## src/rtl/alu_pipe.sv

```systemverilog
// alu_pipe: valid/ready ALU with registered result and N/Z/C/V/err flags, latency 1.
// Define ALU_PIPE_MUL_EN to build the multi-cycle shift-add multiplier (opcode 13).
module alu_pipe #(
    parameter int WIDTH = 16
) (
    input  logic             clk,
    input  logic             reset,
    input  logic             in_valid,
    output logic             in_ready,
    input  logic [WIDTH-1:0] R,
    input  logic [WIDTH-1:0] S,
    input  logic [3:0]       Alu_Op,
    output logic             out_valid,
    input  logic             out_ready,
    output logic [WIDTH-1:0] Y,
    output logic             N,
    output logic             Z,
    output logic             C,
    output logic             V,
    output logic             err,
    output logic             busy
);

    logic [WIDTH-1:0] y_q, y_d;
    logic             n_q, n_d, z_q, z_d, c_q, c_d, v_q, v_d;
    logic             err_q, err_d, vld_q, vld_d;
    logic             rdy_en_q;
    logic             accept, is_mul;

    logic [WIDTH:0]   sum, diff;
    logic [WIDTH-1:0] res;
    logic             res_c, res_v, res_err;

`ifdef ALU_PIPE_MUL_EN
    localparam int CW = $clog2(WIDTH);

    typedef enum logic {IDLE, MULT} state_t;
    state_t             state_q, state_d;
    logic [2*WIDTH-1:0] acc_q, acc_d, mcand_q, mcand_d, prod;
    logic [WIDTH-1:0]   mplier_q, mplier_d;
    logic [CW-1:0]      cnt_q, cnt_d;

    assign busy   = (state_q == MULT);
    assign is_mul = (Alu_Op == 4'd13);
`else
    assign busy   = 1'b0;
    assign is_mul = 1'b0;
`endif

    // in_ready stays low until the first clock edge after reset release
    assign in_ready  = rdy_en_q && !busy && (!vld_q || out_ready);
    assign accept    = in_valid && in_ready;

    assign out_valid = vld_q;
    assign Y         = y_q;
    assign N         = n_q;
    assign Z         = z_q;
    assign C         = c_q;
    assign V         = v_q;
    assign err       = err_q;

    always_comb begin
        sum     = {1'b0, R} + {1'b0, S};
        diff    = {1'b0, R} - {1'b0, S};
        res     = '0;
        res_c   = 1'b0;
        res_v   = 1'b0;
        res_err = 1'b0;
        case (Alu_Op)
            4'd0:  res = S;
            4'd1:  res = R;
            4'd2:  begin res = S + WIDTH'(1); res_c = &S;  end
            4'd3:  begin res = S - WIDTH'(1); res_c = ~|S; end
            4'd4: begin
                res   = sum[WIDTH-1:0];
                res_c = sum[WIDTH];
                res_v = (R[WIDTH-1] == S[WIDTH-1]) && (sum[WIDTH-1] != R[WIDTH-1]);
            end
            4'd5: begin
                res   = diff[WIDTH-1:0];
                res_c = diff[WIDTH];
                res_v = (R[WIDTH-1] != S[WIDTH-1]) && (diff[WIDTH-1] != R[WIDTH-1]);
            end
            4'd6:  begin res = {1'b0, S[WIDTH-1:1]}; res_c = S[0];       end
            4'd7:  begin res = {S[WIDTH-2:0], 1'b0}; res_c = S[WIDTH-1]; end
            4'd8:  res = R & S;
            4'd9:  res = R | S;
            4'd10: res = R ^ S;
            4'd11: res = ~S;
            4'd12: begin res = '0 - S; res_c = |S; end
            default: res_err = 1'b1;
        endcase
    end

    always_comb begin
        y_d   = y_q;
        n_d   = n_q;
        z_d   = z_q;
        c_d   = c_q;
        v_d   = v_q;
        err_d = err_q;
        vld_d = vld_q && !out_ready;

        if (accept && !is_mul) begin
            y_d   = res;
            n_d   = res[WIDTH-1];
            z_d   = (res == '0);
            c_d   = res_c;
            v_d   = res_v;
            err_d = res_err;
            vld_d = 1'b1;
        end

`ifdef ALU_PIPE_MUL_EN
        state_d  = state_q;
        acc_d    = acc_q;
        mcand_d  = mcand_q;
        mplier_d = mplier_q;
        cnt_d    = cnt_q;
        prod     = acc_q + (mplier_q[0] ? mcand_q : '0);

        case (state_q)
            IDLE: begin
                if (accept && is_mul) begin
                    state_d  = MULT;
                    acc_d    = '0;
                    mcand_d  = {{WIDTH{1'b0}}, R};
                    mplier_d = S;
                    cnt_d    = '0;
                end
            end
            MULT: begin
                if (cnt_q != CW'(WIDTH - 1)) begin
                    acc_d    = prod;
                    mcand_d  = mcand_q << 1;
                    mplier_d = mplier_q >> 1;
                    cnt_d    = cnt_q + CW'(1);
                end else if (!vld_q || out_ready) begin
                    // final iteration folds straight into the result registers
                    y_d     = prod[WIDTH-1:0];
                    n_d     = prod[WIDTH-1];
                    z_d     = (prod[WIDTH-1:0] == '0);
                    c_d     = |prod[2*WIDTH-1:WIDTH];
                    v_d     = 1'b0;
                    err_d   = 1'b0;
                    vld_d   = 1'b1;
                    state_d = IDLE;
                    acc_d   = '0;
                    cnt_d   = '0;
                end
            end
            default: state_d = IDLE;
        endcase
`endif
    end

    always_ff @(posedge clk or negedge reset) begin
        if (!reset) begin
            y_q      <= '0;
            n_q      <= 1'b0;
            z_q      <= 1'b0;
            c_q      <= 1'b0;
            v_q      <= 1'b0;
            err_q    <= 1'b0;
            vld_q    <= 1'b0;
            rdy_en_q <= 1'b0;
        end else begin
            y_q      <= y_d;
            n_q      <= n_d;
            z_q      <= z_d;
            c_q      <= c_d;
            v_q      <= v_d;
            err_q    <= err_d;
            vld_q    <= vld_d;
            rdy_en_q <= 1'b1;
        end
    end

`ifdef ALU_PIPE_MUL_EN
    always_ff @(posedge clk or negedge reset) begin
        if (!reset) begin
            state_q  <= IDLE;
            acc_q    <= '0;
            mcand_q  <= '0;
            mplier_q <= '0;
            cnt_q    <= '0;
        end else begin
            state_q  <= state_d;
            acc_q    <= acc_d;
            mcand_q  <= mcand_d;
            mplier_q <= mplier_d;
            cnt_q    <= cnt_d;
        end
    end
`endif

endmodule

```

## config.mk

```make
export PLATFORM = sky130hd
export DESIGN_NAME = alu_pipe
export DESIGN_NICKNAME = d
export VERILOG_FILES = /design/src/rtl/alu_pipe.sv
export SDC_FILE = /design/constraint.sdc
export NUM_CORES = 1
export LEC_CHECK = 0
export CORE_ASPECT_RATIO = 1.1
export CORE_UTILIZATION = 30
export CTS_CLUSTER_SIZE = 20
export DETAILED_ROUTE_END_ITERATION = 6
export PLACE_DENSITY = 0.49
export SYNTH_ARGS = -nofsm -noshare
export SYNTH_HDL_FRONTEND = slang
export SYNTH_SLANG_ARGS = --single-unit
```

## constraint.sdc

```tcl
create_clock -name clk -period 2.5 [get_ports clk]
set_clock_uncertainty 0.15 [all_clocks]
set_input_delay 0.25 -clock clk [delete_from_list [all_inputs] [get_ports clk]]
set_output_delay 0.25 -clock clk [all_outputs]
set_load 0.02 [all_outputs]
```

======== After elaboration in Yosys (flattened, before gate mapping) ========
Index checks and enable logic that the tools add are counted.
word-level totals
  bits in registers ....................... 23
  bits in latches ......................... 0
  bits in writable memories ............... 0
  ROM bits ................................ 0
  input port bits ......................... 40
  output and inout port bits .............. 24
  logic and storage cells ................. 52
  memories ................................ 0
cells by class
  add/subtract/negate cells ............... 5
  $mul .................................... 0
  div/mod/pow operators ................... 0
  order comparisons ....................... 0
  equality and inequality tests ........... 16
  shift-type cells ........................ 0
  mux-type cells .......................... 5
  bitwise operators ....................... 4
  reductions and logical operators ........ 14
operator list
  operator                                             count
  case mux 16 bit (13 select lines)                    1
  equality test 4 bit, second input constant           5
  adder 16 x 16 -> 17 bit                              1
  subtractor 16 x 16 -> 17 bit                         1
  adder 16 x 1 -> 16 bit, second input constant        1
  bitwise AND 16 bit                                   1
  equality test 4 x 3 -> 1 bit, second input constant  4
  logical NOT 16 bit                                   1
  NOT 16 bit                                           1
  OR 16 bit                                            1
  AND reduction 16 bit                                 1
  OR reduction 16 bit                                  1
  subtractor 1 x 16 -> 16 bit, first input constant    1
  subtractor 16 x 1 -> 16 bit, second input constant   1
  XOR 16 bit                                           1
  OR reduction 13 bit                                  1
  equality test 4 x 2 -> 1 bit, second input constant  2
  case mux 1 bit (7 select lines)                      1
  logical AND 1 bit                                    5
  equality test 4 x 1 -> 1 bit, second input constant  1
  logical NOT 4 bit                                    1
  logical NOT 1 bit                                    3
  != test 1 bit                                        3
  two-way mux 1 bit                                    2
  other kinds (3)                                      3

======== Logic depth before layout (Yosys ltp) ========
  depth in word-level cells ............... 5
  mapped depth ............................ 14
  depth with buffers taken out ............ 12

======== Worst setup path after synthesis ========
Ideal clock, no wire load.
  path kind ............................... in2reg
  from .................................... input S[8]
  to ...................................... register z_q, in the netlist Z
  library setup time ...................... 0.067 ns
  data arrival time ....................... 3.189 ns
  required time ........................... 2.283 ns
  setup slack ............................. -0.907 ns
  stages on the path ...................... 13
  buffers on the path ..................... 2
  cells stage by stage .................... clkbuf_1 > inv_1 > ha_1 > buf_2 > inv_1 > a21oi_1 > o21bai_1 > a2111o_1 > a41oi_2 > a32oi_1 > or4_4 > nor4_2 > a32o_1
on the way
  longest elaborated chain between the ends .. 3
  elaborated cells between the ends (all ways) .. 11
  classes of those cells .................. add/sub (5); mux (1); bitwise (4); reduce/logical (1)
ends and longest elaborated chain
  item                                                 line  RTL
  start: declaration                                   11    input logic [WIDTH-1:0] S,
  subtractor 1 x 16 -> 16 bit (tied with other cells)  90    4'd12: begin res = '0 - S; res_c = |S; end
  case mux 16 bit (13 select lines) (*)                69    case (Alu_Op)
  logical NOT 16 bit (*)                               107   z_d = (res == '0);
  end signal: assignment                               170   z_q <= z_d;
  end: declaration                                     25    logic n_q, n_d, z_q, z_d, c_q, c_d, v_q, v_d;
Every way passes the cells marked *; elsewhere a longest branch is shown, timed or not.
A chain may end at the register's enable or synchronous reset.

======== Worst setup path after layout ========
  from .................................... input S[1]
  to ...................................... register v_q, in the netlist V
on the way
  longest elaborated chain between the ends .. 4
  elaborated cells between the ends (all ways) .. 7
  classes of those cells .................. add/sub (2); eq/ne (2); mux (1); reduce/logical (2)
ends and longest elaborated chain
  item                                                                            line    RTL
  subtractor 16 x 16 -> 17 bit / adder 16 x 16 -> 17 bit (equally long branches)  64, 63
  != test 1 bit, on equally long branches                                         82, 77
  logical AND 1 bit, on equally long branches                                     82, 77
  case mux 1 bit (2 select lines) (*)                                             69
  end signal: assignment                                                          172     v_q <= v_d;
  end: declaration                                                                25
Marks and branches as above.

==> flow_results.org <==
** Status
- The run finished, with violations left.
- The final reports fail on DRC, setup timing.

** Worst setup path
- On the critical path, the stage with the largest delay is an instance of o41ai_4.
- Longest individual stage delay on the worst path :: 430 ps
- Crit start category :: input pin
- The critical path contains buffers and inverters numbering 5 combined.
- In this run the critical register-to-register path is launched from out_valid$_DFF_PN0_.
- Among cell families on the critical path, the largest total delay comes from compound AO/OA/AOI/OAI gates.
- Maximum fanout along the worst path :: 4
- The critical path starts at S[1].
- Kind of end point of the critical path :: flip-flop
- STA puts the critical path data required time at 2540 ps.
- Worst EP arrival :: 2980 ps
- The signal on the critical path passes through buf_12 > clkinv_8 > ha_4 > a211oi_4 > buf_4 > buf_6 > nor4b_4 > nor4b_4 > buf_4 > o41ai_4 > o21ai_2 > a21oi_2 > xnor2_1 > o311ai_1 > o21a_1.
- Critical path class :: in -> reg

** Timing
- Setup violations remaining at the end of the flow were counted as 9.
- Timing would allow up to 341 MHz.
- The smallest clock period supported by the final layout is computed as 2930 ps.
- Hold Violations, Final :: 0
- Headroom to the max-slew limit came out at 0.462.
- In the finished design, the share of the clock period the worst path needs comes to 1.17.
- Final max-slew violation count :: 0
- Crit path setup slack, layout :: -434 ps
- Setup repair after global routing could not meet its margin everywhere.
- At the pin with the least slew margin, the transition time is 804 ps.

** Pwr
- IR analysis of the VDD net gives a maximum drop of 327 uV.
- Switching power :: 0.00119 W
- In this run the static leakage power is 4.23 nW.
- The share of total power dissipated in combinational logic is 0.729.
- Of the total power, the share spent switching nets is 0.414.
- Power spread over the standard cell area amounts to 297 mW/mm2.
- Of the total power, the clock network draws 0.113.
- Part of the power in registers :: 0.158
- Cell internal power was estimated by the tool at 0.00169 W.

** Routing
- Iteration-0 DRC count of the detailed router :: 597
- Wire length reported by the detailed router :: 27100 um
- In the routed layout, each cell is associated on average with a via count of 5.56.
- For this run, design rule violations remaining after detail routing come to 2.
- Vias after detailed routing :: 7348
- For this run, the detailed router's first-pass iteration total came to 7.
- Average wire per cell in the routed design :: 20.5 um
- Antenna Nets Post-Route :: 0

** Die
- Die outline area :: 0.0185 mm2
- For this configuration, the core starts out at a cell density of 0.305.
- Core area :: 0.0177 mm2
- In this run the horizontal extent of the chip is 130 um.
- I/O pin count :: 64
- Die boundary height :: 143 um
- In this run the core area contains 51 standard-cell rows.

** Placement
- Inst Count DP :: 1274
- DP HPWL :: 21700 um
- The placed instances occupy a cell area of 0.00846 mm2.
- At the end of routability-driven placement, the weighted congestion stood at 0.934.
- Buffers placed on the I/O ports in this run total 62.

** Yosys
- Combined area of all synthesized cells :: 0.00540 mm2
- Mean Syn Cell Area :: 7.24 um2
- Number of enable flip-flop cells after synthesis :: 0
- Leading cell types by total area after synthesis :: ha_1 13%, dfrtp_1 10%, o21ai_0 4.8%
- The synthesized design spends more area on one cell type than any other, namely ha_1.
- Sequential fraction of the synthesis area :: 0.102
- Cells after synthesis :: 746
- Dominant synthesized flop cell :: dfrtp_1
- Proportion of netlist area held by the largest area contributor :: 0.134
- The number of nets in the synthesized netlist is 846.
- Async SR Flop Fraction :: 1.00
- Yosys mapped the design onto 89 distinct sky130hd cell types.
- Yosys Warn Count :: 0
- In this run, synthesis produced a sequential element count of 22.

** Clock network
- Root Buffer :: clkbuf_16
- Number of buffers created by CTS :: 3
- Number of sinks on the clock net :: 22
- Clock latency on the worst-skew pair :: 250 ps
- Counting along the longest clock path gives a buffer depth of 2.
- CTS clk-pin slew, worst paths :: 50 ps
- TritonCTS built the clock tree.
- H-tree lvl count :: 1

** Run
- Across the run, the number of max-cap violations was 0.

** GRT
- Number of antenna violations at the first check in global routing :: 0
- Gr ovfl total :: 0
- Across every metal layer, demand over resource in global routing totals 0.292.
- Vias in the first global route :: 7294
- Largest net degree at the start of global routing :: 26
- The first global-routing pass estimated 41300 um of wire.

** Cells and area
- After filler insertion, the fill cell instance count of the layout stands at 1719.
- The repair_antennas step left the layout with diodes totalling 0.
- After routing the design area is 0.00972 mm2.
- Number of cells in the finished layout apart from fillers :: 1322
- Fin util :: 0.550
- Leaving out fill and tap cells, the most frequent cell in the layout is buf_4.
- Of the cells placed in the final design, the portion with a size suffix greater than 1 is 0.481.
- In the layout the commonest cells are 297 x buf_4, 58 x nand2_1, 50 x nor2_1.
- After the last flow step, the layout net total stands at 1186.
- Area growth syn-to-layout :: 80.0%

** Hold path
- Worst hold path class :: in -> async
final timing paths:
| check | end | slack [ps] | depth (start not counted) |
|---|---|---|---|
| worst max-delay path | V$_DFFE_PN0P_ | -430 | 15 |
| worst min-delay path | Y[5]$_DFFE_PN0P_ | 200 | 2 |
| worst max register to register | Z$_DFFE_PN0P_ | 300 | 9 |
| worst min register to register | Y[6]$_DFFE_PN0P_ | 330 | 2 |
| max in group asynchronous | V$_DFFE_PN0P_ | 1780 | 2 |
| min in group clk | Y[6]$_DFFE_PN0P_ | 330 | 2 |
worst reg2reg max path: stages, from the launching register on:
cell and delay, ps:
dfrtp_1 370, nand2b_1 80, and2_1 140, nand2_1 120, nor4b_4 310, nand4_1 130
nor3_2 220, nand4b_1 210, nor4_4 200, a32o_1 200
cells in the mapped netlist, drive strengths merged, types with 8 or more instances:
library cell  count
inv              52
a22o              9
xnor2            24
clkbuf           39
nand2            60
nand3            18
nor3             23
nor4             13
a32oi             8
or4               9
a22oi            14
o221ai            9
a31oi            12
and3              8
mux2i            12
a211oi           12
o22ai            10
buf              19
dfrtp            22
nor2b            15
ha               58
or3              10
a21oi            44
a221oi           10
o21ai            52
nor2             57
o211ai            8
sequential cells by signal, indices dropped and copies added (netlist names):
name,cells
Y,16
C,1
V,1
Z,1
err,1
out_valid,1
rdy_en_q,1
cell type report:
| cell class | instances | area, um2 | share of cell area |
|---|---|---|---|
| multi-input cells | 613 | 5230 | 0.538 |
| well taps | 238 | 298 | 0.0306 |
| repair buffers | 394 | 3310 | 0.341 |
| flip-flops and latches | 22 | 551 | 0.0566 |
| inverters | 52 | 253 | 0.0260 |
| clock buffers | 3 | 75.1 | 0.00772 |
power by group through the flow:
stage	logic, W	clock network, W	registers (W)
after global routing	0.00224	0.000346	0.000466
after global placement	0.00176	0	0.000461
final	0.00210	0.000326	0.000455
after CTS	0.00200	0.000334	0.000457
after floorplan	0.000811	0	0.000539
after detailed placement	0.00177	0	0.000464
layer usage:
metal / global-route usage / vias up / wire length (um)
met5: 0 / - / 0
li1: - / 3478 / -
met4: 0.0973 / 0 / 864
met2: 0.496 / 326 / 12800
met1: 0.383 / 3489 / 11500
met3: 0.0270 / 55 / 1890
per-stage QoR:
step           setup slack, ps  power (W)  TNS [ps]  hold slack (ps)
4_1_cts                   -515    0.00279     -2910              196
5_1_grt                   -541    0.00305     -3260              219
2_1_floorplan             -467    0.00135     -1730             -196
3_3_place_gp             -1220    0.00222    -14400              314
3_5_place_dp             -1310    0.00224    -14920              320
6_report                  -434    0.00288     -2500              197
repair_timing:
| action | 4_1_cts | 5_1_grt |
|---|---|---|
| buffers inserted | 40 | 16 |
| pin swaps | 78 | 59 |
| endpoints found under the setup margin | 18 | 12 |
| hold buffers | 0 | 0 |
| resized for setup | 241 | 77 |
logic make-up after synthesis:
kind of cell,share of synthesized area
AO/OA/AOI/OAI,0.323
XOR/XNOR,0.0389
adder cells (fa/ha/maj),0.142
buffers and inverters,0.0955
flip-flops,0.102
multiplexers,0.0334
other,0.00139
AND/OR/NAND/NOR,0.264
Power figures use the tool's default switching activity.
